File: config.mk
export PLATFORM = sky130hd
export DESIGN_NAME = vga_test_pattern_gen
export DESIGN_NICKNAME = d
export VERILOG_FILES = /design/src/rtl/vga_pkg.sv /design/src/rtl/vga_bounce_box.sv /design/src/rtl/vga_test_pattern_gen.sv
export SDC_FILE = /design/constraint.sdc
export NUM_CORES = 1
export LEC_CHECK = 0
export CAP_MARGIN = 40
export CORE_UTILIZATION = 36
export DETAILED_ROUTE_END_ITERATION = 12
export PLACE_DENSITY = 0.59
export REMOVE_ABC_BUFFERS = 1
export SYNTH_ARGS = -nofsm -noshare
export SYNTH_HDL_FRONTEND = slang
export SYNTH_HIERARCHICAL = 1
export SYNTH_SLANG_ARGS = --single-unit
File: constraint.sdc
create_clock -name clkIn -period 11.95 [get_ports clkIn]
set_input_delay 2.39 -clock clkIn [delete_from_list [all_inputs] [get_ports clkIn]]
set_output_delay 2.39 -clock clkIn [all_outputs]
set_load 0.005 [all_outputs]
File: src/rtl/vga_pkg.sv
`default_nettype none
// ============================================================================
// Module      : vga_pkg
// Description : Shared 800x600@72 timing constants, pattern-mode encoding and
//               colour-bar palette for the VGA pixel pipeline.
// Revision    : 1.0 - initial release
// ============================================================================
package vga_pkg;

    localparam int H_RES = 800;
    localparam int V_RES = 600;

    typedef enum logic [1:0] {
        MODE_BARS  = 2'd0,
        MODE_CHECK = 2'd1,
        MODE_GRAD  = 2'd2,
        MODE_BOX   = 2'd3
    } mode_e;

    // {red, green, blue} on/off flags, left to right across the screen
    localparam logic [2:0] BAR_RGB [8] = '{
        3'b111, 3'b110, 3'b011, 3'b010, 3'b101, 3'b100, 3'b001, 3'b000
    };

endpackage
`default_nettype wire

File: src/rtl/vga_bounce_box.sv
`default_nettype none
// ============================================================================
// Module      : vga_bounce_box
// Description : Box position that bounces off the screen edges, stepping once
//               per frame start.
// Revision    : 1.0 - initial release
// ============================================================================
module vga_bounce_box #(
    parameter int H_RES    = 800,
    parameter int V_RES    = 600,
    parameter int BOX_SIZE = 16,
    parameter int BOX_STEP = 2
) (
    input  logic        clkIn,
    input  logic        rstIn,
    input  logic        frameStartIn,
    output logic [15:0] boxXOut,
    output logic [15:0] boxYOut
);

    localparam logic [15:0] c_xLimit = 16'(H_RES - BOX_SIZE);
    localparam logic [15:0] c_yLimit = 16'(V_RES - BOX_SIZE);
    localparam logic [15:0] c_step   = 16'(BOX_STEP);

    // Returns {newIsBack, newPos}; clamps at either edge and flips direction.
    function automatic logic [16:0] stepAxis(input logic [15:0] pos,
                                             input logic        isBack,
                                             input logic [15:0] limit);
        logic [15:0] fwd;
        fwd = pos + c_step;
        if (!isBack) begin
            if (fwd > limit) stepAxis = {1'b1, limit};
            else             stepAxis = {1'b0, fwd};
        end else if (pos < c_step) begin
            stepAxis = {1'b0, 16'd0};
        end else begin
            stepAxis = {1'b1, pos - c_step};
        end
    endfunction

    logic [15:0] r_boxX;
    logic [15:0] r_boxY;
    logic        r_xBack;
    logic        r_yBack;
    logic [16:0] w_xNext;
    logic [16:0] w_yNext;

    assign w_xNext = stepAxis(r_boxX, r_xBack, c_xLimit);
    assign w_yNext = stepAxis(r_boxY, r_yBack, c_yLimit);

    // The frame-start pixel already sees the updated position.
    assign boxXOut = frameStartIn ? w_xNext[15:0] : r_boxX;
    assign boxYOut = frameStartIn ? w_yNext[15:0] : r_boxY;

    always_ff @(posedge clkIn or posedge rstIn) begin
        if (rstIn) begin
            r_boxX  <= 16'd0;
            r_boxY  <= 16'd0;
            r_xBack <= 1'b0;
            r_yBack <= 1'b0;
        end else if (frameStartIn) begin
            r_boxX  <= w_xNext[15:0];
            r_boxY  <= w_yNext[15:0];
            r_xBack <= w_xNext[16];
            r_yBack <= w_yNext[16];
        end
    end

endmodule
`default_nettype wire

File: src/rtl/vga_test_pattern_gen.sv
`default_nettype none
// ============================================================================
// Module      : vga_test_pattern_gen
// Description : Two-stage RGB test-pattern generator (bars, checkerboard,
//               grey ramp, bouncing box) with frame-aligned mode switching.
// Revision    : 1.0 - initial release
// ============================================================================
module vga_test_pattern_gen #(
    parameter int H_RES    = vga_pkg::H_RES,
    parameter int V_RES    = vga_pkg::V_RES,
    parameter int COLOR_W  = 4,
    parameter int BAR_W    = 100,
    parameter int BOX_SIZE = 16,
    parameter int BOX_STEP = 2
) (
    input  logic               clkIn,
    input  logic               rstIn,
    input  logic [15:0]        hPosIn,
    input  logic [15:0]        vPosIn,
    input  logic               isDisplayOnIn,
    input  logic               isHSyncIn,
    input  logic               isVSyncIn,
    input  logic               modeNextIn,
    output logic [COLOR_W-1:0] redOut,
    output logic [COLOR_W-1:0] greenOut,
    output logic [COLOR_W-1:0] blueOut,
    output logic               hSyncOut,
    output logic               vSyncOut,
    output logic [1:0]         modeOut
);
    import vga_pkg::*;

    localparam logic [15:0]        c_barW     = 16'(BAR_W);
    localparam logic [15:0]        c_boxSize  = 16'(BOX_SIZE);
    localparam logic [15:0]        c_gradMax  = 16'((1 << COLOR_W) - 1);
    localparam logic [COLOR_W-1:0] c_white    = '1;
    localparam logic [COLOR_W-1:0] c_darkBlue = c_white >> 1;

    logic               w_frameStart;
    mode_e              r_mode;
    logic               r_pending;
    mode_e              w_modeNow;
    logic [15:0]        w_boxX;
    logic [15:0]        w_boxY;
    logic [2:0]         w_barIdx;
    logic [15:0]        w_barThr;
    logic [15:0]        w_gradFull;
    logic [COLOR_W-1:0] w_grad;
    logic               w_boxHit;

    mode_e              r_s1Mode;
    logic [2:0]         r_s1BarIdx;
    logic               r_s1Checker;
    logic [COLOR_W-1:0] r_s1Grad;
    logic               r_s1BoxHit;
    logic               r_s1DispOn;
    logic               r_s1HSync;
    logic               r_s1VSync;

    logic [COLOR_W-1:0] w_red;
    logic [COLOR_W-1:0] w_green;
    logic [COLOR_W-1:0] w_blue;

    assign w_frameStart = (hPosIn == 16'd0) && (vPosIn == 16'd0);
    // A request landing on the frame-start cycle is honoured immediately.
    assign w_modeNow    = (w_frameStart && (r_pending || modeNextIn)) ?
                          mode_e'(r_mode + 2'd1) : r_mode;
    assign modeOut      = r_mode;

    always_ff @(posedge clkIn or posedge rstIn) begin
        if (rstIn) begin
            r_mode    <= MODE_BARS;
            r_pending <= 1'b0;
        end else begin
            r_mode <= w_modeNow;
            if (w_frameStart)    r_pending <= 1'b0;
            else if (modeNextIn) r_pending <= 1'b1;
        end
    end

    vga_bounce_box #(
        .H_RES    (H_RES),
        .V_RES    (V_RES),
        .BOX_SIZE (BOX_SIZE),
        .BOX_STEP (BOX_STEP)
    ) u_box (
        .clkIn        (clkIn),
        .rstIn        (rstIn),
        .frameStartIn (w_frameStart),
        .boxXOut      (w_boxX),
        .boxYOut      (w_boxY)
    );

    // Descending threshold chain: the lowest bar whose right edge lies past hPos wins.
    always_comb begin
        w_barIdx = 3'd7;
        w_barThr = 16'(7 * BAR_W);
        for (int i = 6; i >= 0; i--) begin
            if (hPosIn < w_barThr) w_barIdx = 3'(i);
            w_barThr = w_barThr - c_barW;
        end
    end

    assign w_gradFull = hPosIn >> 6;
    assign w_grad     = (w_gradFull > c_gradMax) ? c_white : w_gradFull[COLOR_W-1:0];
    assign w_boxHit   = (hPosIn >= w_boxX) && (hPosIn < w_boxX + c_boxSize) &&
                        (vPosIn >= w_boxY) && (vPosIn < w_boxY + c_boxSize);

    always_ff @(posedge clkIn or posedge rstIn) begin
        if (rstIn) begin
            r_s1Mode    <= MODE_BARS;
            r_s1BarIdx  <= 3'd0;
            r_s1Checker <= 1'b0;
            r_s1Grad    <= '0;
            r_s1BoxHit  <= 1'b0;
            r_s1DispOn  <= 1'b0;
            r_s1HSync   <= 1'b0;
            r_s1VSync   <= 1'b0;
        end else begin
            r_s1Mode    <= w_modeNow;
            r_s1BarIdx  <= w_barIdx;
            r_s1Checker <= hPosIn[5] ^ vPosIn[5];
            r_s1Grad    <= w_grad;
            r_s1BoxHit  <= w_boxHit;
            r_s1DispOn  <= isDisplayOnIn;
            r_s1HSync   <= isHSyncIn;
            r_s1VSync   <= isVSyncIn;
        end
    end

    always_comb begin
        w_red   = '0;
        w_green = '0;
        w_blue  = '0;
        if (r_s1DispOn) begin
            unique case (r_s1Mode)
                MODE_BARS: begin
                    w_red   = {COLOR_W{BAR_RGB[r_s1BarIdx][2]}};
                    w_green = {COLOR_W{BAR_RGB[r_s1BarIdx][1]}};
                    w_blue  = {COLOR_W{BAR_RGB[r_s1BarIdx][0]}};
                end
                MODE_CHECK: begin
                    w_red   = r_s1Checker ? c_white : '0;
                    w_green = r_s1Checker ? c_white : '0;
                    w_blue  = r_s1Checker ? c_white : '0;
                end
                MODE_GRAD: begin
                    w_red   = r_s1Grad;
                    w_green = r_s1Grad;
                    w_blue  = r_s1Grad;
                end
                MODE_BOX: begin
                    w_red   = r_s1BoxHit ? c_white : '0;
                    w_green = r_s1BoxHit ? c_white : '0;
                    w_blue  = r_s1BoxHit ? c_white : c_darkBlue;
                end
            endcase
        end
    end

    always_ff @(posedge clkIn or posedge rstIn) begin
        if (rstIn) begin
            redOut   <= '0;
            greenOut <= '0;
            blueOut  <= '0;
            hSyncOut <= 1'b0;
            vSyncOut <= 1'b0;
        end else begin
            redOut   <= w_red;
            greenOut <= w_green;
            blueOut  <= w_blue;
            hSyncOut <= r_s1HSync;
            vSyncOut <= r_s1VSync;
        end
    end

endmodule
`default_nettype wire

==> run metrics, run 1 <==
status finished, final reports clean; fill count around 1500; count leader, synth nand2_1; YS warnings 6; Synth cell types a little under 80; Leak between 2 and 3 nW; nets 845; Setup Crit Path Kind input pin to flop; Longest Clk Path Bufs 2; max_cap viols 0; Hold WC Path Type flop to flop; largest stage delay on the critical path around 0.5 ns; clock-pin slew on the worst setup and hold paths around 0.06 ns; Detail Route Antenna Nets 0; Initial Util 0.372; Post CTS Setup Buffer Count 0; Slew headroom 0.386; post-synth top area share 0.276; Clock Latency Late Sink 0.34 ns; Area growth syn-to-layout 18.4%; slowest CP cell inv_1; commonest cells in the netlist nand2_1, ha_1, dfrtp_1, a21oi_1, inv_1; Worst EP arrival ~7.9 ns; DR vias roughly 5500; Iter 0 DRT Violations about 460; setup slack after layout around 4.4 ns; Die W approximately 130 µm; Mapped Avg Cell Area between 8 and 9 µm²; Final setup viols 0; skew final 0.00553 ns; CP Capture Type flop; PD cells about 85 mW/mm²; first-pass detailed-route iteration total 5; Post-synth ARST share 1.00; Die ar. between 0.015 and 0.02 mm²; Synth area leader dfrtp_1; wire per inst approximately 17 µm; Primary FF master, synth dfrtp_1; Core Rows 45; Clock Sinks between 60 and 70; first-pass GRT wire length 27.0 mm; largest net degree at the start of global routing 42; CTS tree built; vias in the first global route 5404; core area 0.0154 mm²; Final period util 0.634; ant diodes 0; Min Clock Period, post-route approximately 7.6 ns; pre-CTS setup slack a little over 4 ns; RSZ-0062 raised after global routing false; fin. max-slew vios 0; Vias/cell just under 6; Total Wirelength approximately 16 mm; CP required between 10 and 15 ns; CP Max Fanout roughly 40; synth top area cells dfrtp_1, ha_1, a21oi_1; sum of net half-perimeters after detailed placement about 13 mm; layout cells sized above 1 0.0603; # H-tree levels 3; register area share after synthesis 0.276; startpoint class of the critical path input pin; Hold Fails Final Rpt 0; maximum VDD drop 0.0564 mV; synthesized area ~0.0057 mm²; cts bufs inserted 9; FF-to-FF setup slack between 6 and 7 ns; Yosys reg bits between 60 and 70; Peak Freq ~130 MHz; setup TNS 0 ns; antenna violations before repair 0; GP Congestion a little under 0.9; gate count of the mapped netlist between 700 and 800; final core area utilization 0.440; critical path's top delay family simple AND/OR/NAND/NOR gates; Slew @ Worst Pin approximately 0.91 ns; CP Cell Sequence clkdlybuf4s50_1 -> nor4_2 -> nand2_1 -> or2_4 -> nor3_2 -> buf_4 -> inv_1 -> nor2_1 -> mux2i_1 -> nor2_1 -> a221o_1 -> ha_1 -> nand3_1 -> nor3_1 -> nand3_1 -> xnor2_1 -> ha_1 -> a21oi_1 -> nand2_1 -> a2111oi_0 -> and4_1 -> o311a_1; grt total ovfl 0; Critical path buffers and inverters 3; Post-CTS Resized 0; Total GRT Usage 0.206; chip height 128 µm; clk root buf clkbuf_16; # DRC 0; # IOs 54; Post-synth EDFFs 0; # hold bufs at CTS 0; number of I/O port buffers 53
[power by group]
| part | internal (mW) | switching (mW) | total, mW |
|---|---|---|---|
| combinational | 0.0318 | 0.0320 | 0.0638 |
| sequential | 0.218 | 0.00166 | 0.220 |
| clock | 0.185 | 0.106 | 0.291 |
| total | 0.435 | 0.140 | 0.575 |
[stage by stage]
stage | cells | total power, mW | area, µm² | hold slack, ns
after global placement | 940 | 0.284 | 6410 | 0.332
after global routing | 957 | 0.600 | 6770 | 0.359
after floorplan | 672 | 0.251 | 5580 | 0.331
after detailed placement | 941 | 0.287 | 6440 | 0.342
final | 957 | 0.575 | 6770 | 0.353
after CTS | 957 | 0.583 | 6770 | 0.356
[cells by family after synthesis]
kind of cell,Yosys count,share of synthesized area
and+or+nand+nor,272,0.252
buffers and inverters,88,0.0591
muxes,8,0.0149
DFF,63,0.276
AOI/OAI and AO/OA,183,0.214
xor gates and xnor gates,26,0.0398
adders and majority gates,66,0.144
[path summary, 6_finish.rpt]
path | from | to | cells after the start
min in group asynchronous | rstIn | blueOut[0]$_DFF_PP0_ | 2
max reg2reg | u_box/r_boxY[1]$_DFF_PP0_ | r_s1BoxHit$_DFF_PP0_ | 18
min | r_s1VSync$_DFF_PP0_ | vSyncOut$_DFF_PP0_ | 0
max | hPosIn[13] | r_s1BoxHit$_DFF_PP0_ | 22
max in group asynchronous | rstIn | redOut[0]$_DFF_PP0_ | 3
min reg2reg | r_s1VSync$_DFF_PP0_ | vSyncOut$_DFF_PP0_ | 0
[routing by layer]
| metal | wire length [µm] | vias to the layer above | track usage |
|---|---|---|---|
| li1 | - | 2689 | - |
| met1 | 7410 | 2697 | 0.263 |
| met2 | 8000 | 142 | 0.358 |
| met3 | 588 | 17 | 0.0338 |
| met4 | 210 | 0 | 0.0581 |
| met5 | 0 | - | 0 |
[sequential cells by signal, summed over array words and instances (netlist names), 2 cells and up]
register and cells:
blueOut 4, greenOut 4, r_s1BarIdx 3, r_s1Grad 4
r_s1Mode 2, redOut 4, u_box/r_boxX 16, u_box/r_boxY 16
[layout by cell type (no fill, tap or decap), drive strengths merged, types with 6 or more instances in the layout]
| master | Yosys | layout |
|---|---|---|
| nand4 | 19 | 19 |
| nand2 | 70 | 70 |
| a21o | 7 | 7 |
| nor4 | 16 | 16 |
| or3 | 10 | 10 |
| a21oi | 54 | 54 |
| nand3 | 45 | 45 |
| o211ai | 6 | 6 |
| nor2 | 43 | 43 |
| ha | 66 | 66 |
| o21ai | 37 | 37 |
| dfrtp | 63 | 63 |
| a31oi | 6 | 6 |
| nand2b | 6 | 6 |
| nor3 | 26 | 26 |
| clkdlybuf4s50 | 0 | 53 |
| o31ai | 8 | 8 |
| clkbuf | 27 | 9 |
| or2 | 7 | 7 |
| xnor2 | 23 | 23 |
| inv | 54 | 56 |
[final cells by class]
cell class / instances / area [µm²] / area share
sequential: 63 / 1580 / 0.233
multi-input combinational: 555 / 3810 / 0.563
tap: 211 / 264 / 0.0390
clock buffer: 9 / 225 / 0.0333
inverter: 54 / 203 / 0.0299
timing repair buffer: 58 / 588 / 0.0869
clock inverter: 7 / 104 / 0.0153
Note: power is estimated with default switching activity, not from simulation.
==> inputs of run 2 (changes only) <==
--- a/config.mk
+++ b/config.mk
@@ -8,7 +8,7 @@
 export CAP_MARGIN = 40
 export CORE_UTILIZATION = 36
 export DETAILED_ROUTE_END_ITERATION = 12
-export PLACE_DENSITY = 0.59
+export PLACE_DENSITY = 0.61
 export REMOVE_ABC_BUFFERS = 1
 export SYNTH_ARGS = -nofsm -noshare
 export SYNTH_HDL_FRONTEND = slang
==> constraint.sdc (replaced) <==
create_clock -name clkIn -period 6.9 [get_ports clkIn]
set_input_delay 1.38 -clock clkIn [delete_from_list [all_inputs] [get_ports clkIn]]
set_output_delay 1.38 -clock clkIn [all_outputs]
set_load 0.005 [all_outputs]
==> run metrics, run 2 (same netlist as run 1, synthesis figures left out) <==
status finished, final reports clean (unchanged); Detail Route Antenna Nets 0 (unchanged); hold path start r_s1HSync$_DFF_PP0_ (was r_s1VSync$_DFF_PP0_); post-route cell area 0.00680 mm² (was 0.00677 mm²); ant diodes 0 (unchanged); Clock Latency Late Sink 0.33 ns (was 0.34 ns); CP Capture Type flop (unchanged); # IOs 54 (unchanged); skew final 0.00617 ns (was 0.00553 ns); antenna violations before repair 0 (unchanged); CTS tree built (unchanged); Post CTS Setup Buffer Count 0 (unchanged); layout cells sized above 1 0.0678 (was 0.0603); largest registers u_box/r_boxX: 16 flops, u_box/r_boxY: 16 flops (unchanged); crit-path most repeated cell nor3_1; Worst EP arrival 6.33 ns (was 7.86 ns); PD cells 147 mW/mm² (was 84.9 mW/mm²); Comb power frac 0.112 (was 0.111); FF-to-FF Start u_box/r_boxY[1]$_DFF_PP0_ (unchanged); FF-to-FF path depth 18 (unchanged); Final setup viols 0 (unchanged); sw power 0.243 mW (was 0.140 mW); placed cell areas 0.00647 mm² (was 0.00644 mm²); CP Max Fanout 40 (was 41); setup TNS 0 ns (unchanged); clock-pin slew on the worst setup and hold paths 0.06 ns (about the same); CP Cell Sequence clkdlybuf4s50_1 -> nor4_1 -> nand4_2 -> nor3_2 -> buf_4 -> nand2_1 -> a41oi_1 -> a31o_1 -> a221o_1 -> inv_2 -> nor3_1 -> nand3_1 -> nor3_1 -> xnor2_1 -> ha_1 -> a21oi_1 -> a21boi_0 -> a2111oi_0 -> and4_1 -> o311a_1 (was clkdlybuf4s50_1 -> nor4_2 -> nand2_1 -> or2_4 -> nor3_2 -> buf_4 -> inv_1 -> nor2_1 -> mux2i_1 -> nor2_1 -> a221o_1 -> ha_1 -> nand3_1 -> nor3_1 -> nand3_1 -> xnor2_1 -> ha_1 -> a21oi_1 -> nand2_1 -> a2111oi_0 -> and4_1 -> o311a_1); Final period util 0.879; clk root buf clkbuf_16 (unchanged); clock power share 0.506 (was 0.507); Area growth syn-to-layout 18.9% (was 18.4%); startpoint class of the critical path input pin (unchanged); Longest Clk Path Bufs 2 (unchanged); first-pass GRT wire length 26.7 mm (was 27.0 mm); Initial Util 0.372 (unchanged); vias in the first global route 5355 (was 5404); final core area utilization 0.442 (was 0.440); highest-count cells in the layout ignoring fill and taps nand2_1, ha_1, dfrtp_1, a21oi_1 (unchanged); hold path cells 0 (unchanged); critical path launch point hPosIn[4] (was hPosIn[13]); fin. max-slew vios 0 (unchanged); commonest non-fill, non-tap cell in the layout nand2_1 (unchanged); Die ar. 0.0164 mm² (unchanged); Final Power 0.997 mW (was 0.575 mW); grt total ovfl 0 (unchanged); Total GRT Usage 0.205 (was 0.206); # DRC 0 (unchanged); # H-tree levels 3 (unchanged); Total Wirelength 16.4 mm (was 16.2 mm); # hold bufs at CTS 0 (unchanged); largest net degree at the start of global routing 41 (was 42); maximum VDD drop 0.0892 mV (was 0.0564 mV); chip height 128 µm (unchanged); core area 0.0154 mm² (unchanged); Hold WC Path Type flop to flop (unchanged); sequential share of power 0.382 (about the same); Slew @ Worst Pin 0.708 ns (was 0.909 ns); CP required 7.17 ns (was 12.23 ns); first-pass detailed-route iteration total 5 (unchanged); nets 851 (was 845); Post-CTS Resized 0 (unchanged); number of I/O port buffers 53 (unchanged); DR vias 5537 (was 5545); slowest CP cell clkdlybuf4s50_1 (was inv_1); Internal 0.754 mW (was 0.435 mW); Peak Freq between 150 and 200 MHz; Hold Fails Final Rpt 0 (unchanged); cts bufs inserted 9 (unchanged); Sw Ratio 0.244 (about the same); Leak 2.68 nW (was 2.66 nW); Vias/cell 5.75 (was 5.79); Slew headroom 0.523 (was 0.386); sum of net half-perimeters after detailed placement 12.6 mm (about the same); fill count 1506 (was 1526); Clock Sinks 63 (unchanged); Die W 128 µm (unchanged); Core Rows 45 (unchanged); Setup Crit Path Kind input pin to flop (unchanged); largest stage delay on the critical path 0.63 ns (was 0.49 ns); GP Congestion 0.940 (was 0.881); wire per inst 17.1 µm (was 16.9 µm); Iter 0 DRT Violations 375 (was 458); max_cap viols 0 (unchanged); RSZ-0062 raised after global routing false (unchanged); Min Clock Period, post-route a little over 6 ns
==> run 2: changes by cell type in the layout (fill, tap and decap cells not counted), sizes merged <==
| cell | delta |
|---|---|
| clkinvlp | +1 |
| buf | +6 |
| inv | +1 |
| clkinv | -2 |
==> run 2: through the flow <==
step	hold slack [ns]	setup slack, ns	instances
3_5_place_dp	0.337	0.577	947
6_report	0.350	0.837	963
4_1_cts	0.351	0.879	963
5_1_grt	0.371	0.202	963
3_3_place_gp	0.333	0.755	946
2_1_floorplan	0.331	-0.960	672
==> run 2: per-layer routing <==
| layer | wire (µm) | part of all wire | global-route usage | up-vias |
|---|---|---|---|---|
| li1 | - | - | - | 2697 |
| met1 | 7350 | 0.45 | 0.267 | 2659 |
| met2 | 8150 | 0.50 | 0.355 | 154 |
| met3 | 626 | 0.038 | 0.0292 | 27 |
| met4 | 301 | 0.018 | 0.0574 | 0 |
| met5 | 0 | 0 | 0 | - |
==> run 2: final timing paths <==
check / end / slack (ns)
min in group asynchronous: r_pending$_DFFE_PP0P_ / 1.45
setup / recovery: r_s1BoxHit$_DFF_PP0_ / 0.84
hold reg to reg: hSyncOut$_DFF_PP0_ / 0.35
max in group asynchronous: r_s1BarIdx[0]$_DFF_PP0_ / 4.95
setup reg to reg: r_s1BoxHit$_DFF_PP0_ / 1.60
hold / removal: hSyncOut$_DFF_PP0_ / 0.35
==> run 2: power groups by stage <==
stage	registers (mW)	logic (mW)	clock network [mW]
floorplan	0.387	0.0473	0
finish	0.381	0.112	0.504
detailed placement	0.387	0.111	0
global route	0.381	0.125	0.534
global placement	0.387	0.107	0
CTS	0.381	0.113	0.514
==> run 2: layout make-up <==
type / count / area, µm² / share of cell area
Multi-Input combinational cell: 555 / 3810 / 0.560
Sequential cell: 63 / 1580 / 0.232
Timing Repair Buffer: 64 / 621 / 0.0913
Tap cell: 211 / 264 / 0.0388
Clock buffer: 9 / 225 / 0.0331
Inverter: 54 / 203 / 0.0298
Clock inverter: 7 / 103 / 0.0151
==> run 2: worst max-delay path: cells and delay by family <==
family / cells / cell delay (ns)
AOI/OAI and AO/OA: 7 / 1.34
xor gates and xnor gates: 1 / 0.10
and+or+nand+nor: 8 / 2.04
adders and majority gates: 1 / 0.34
buffers and inverters: 3 / 1.08
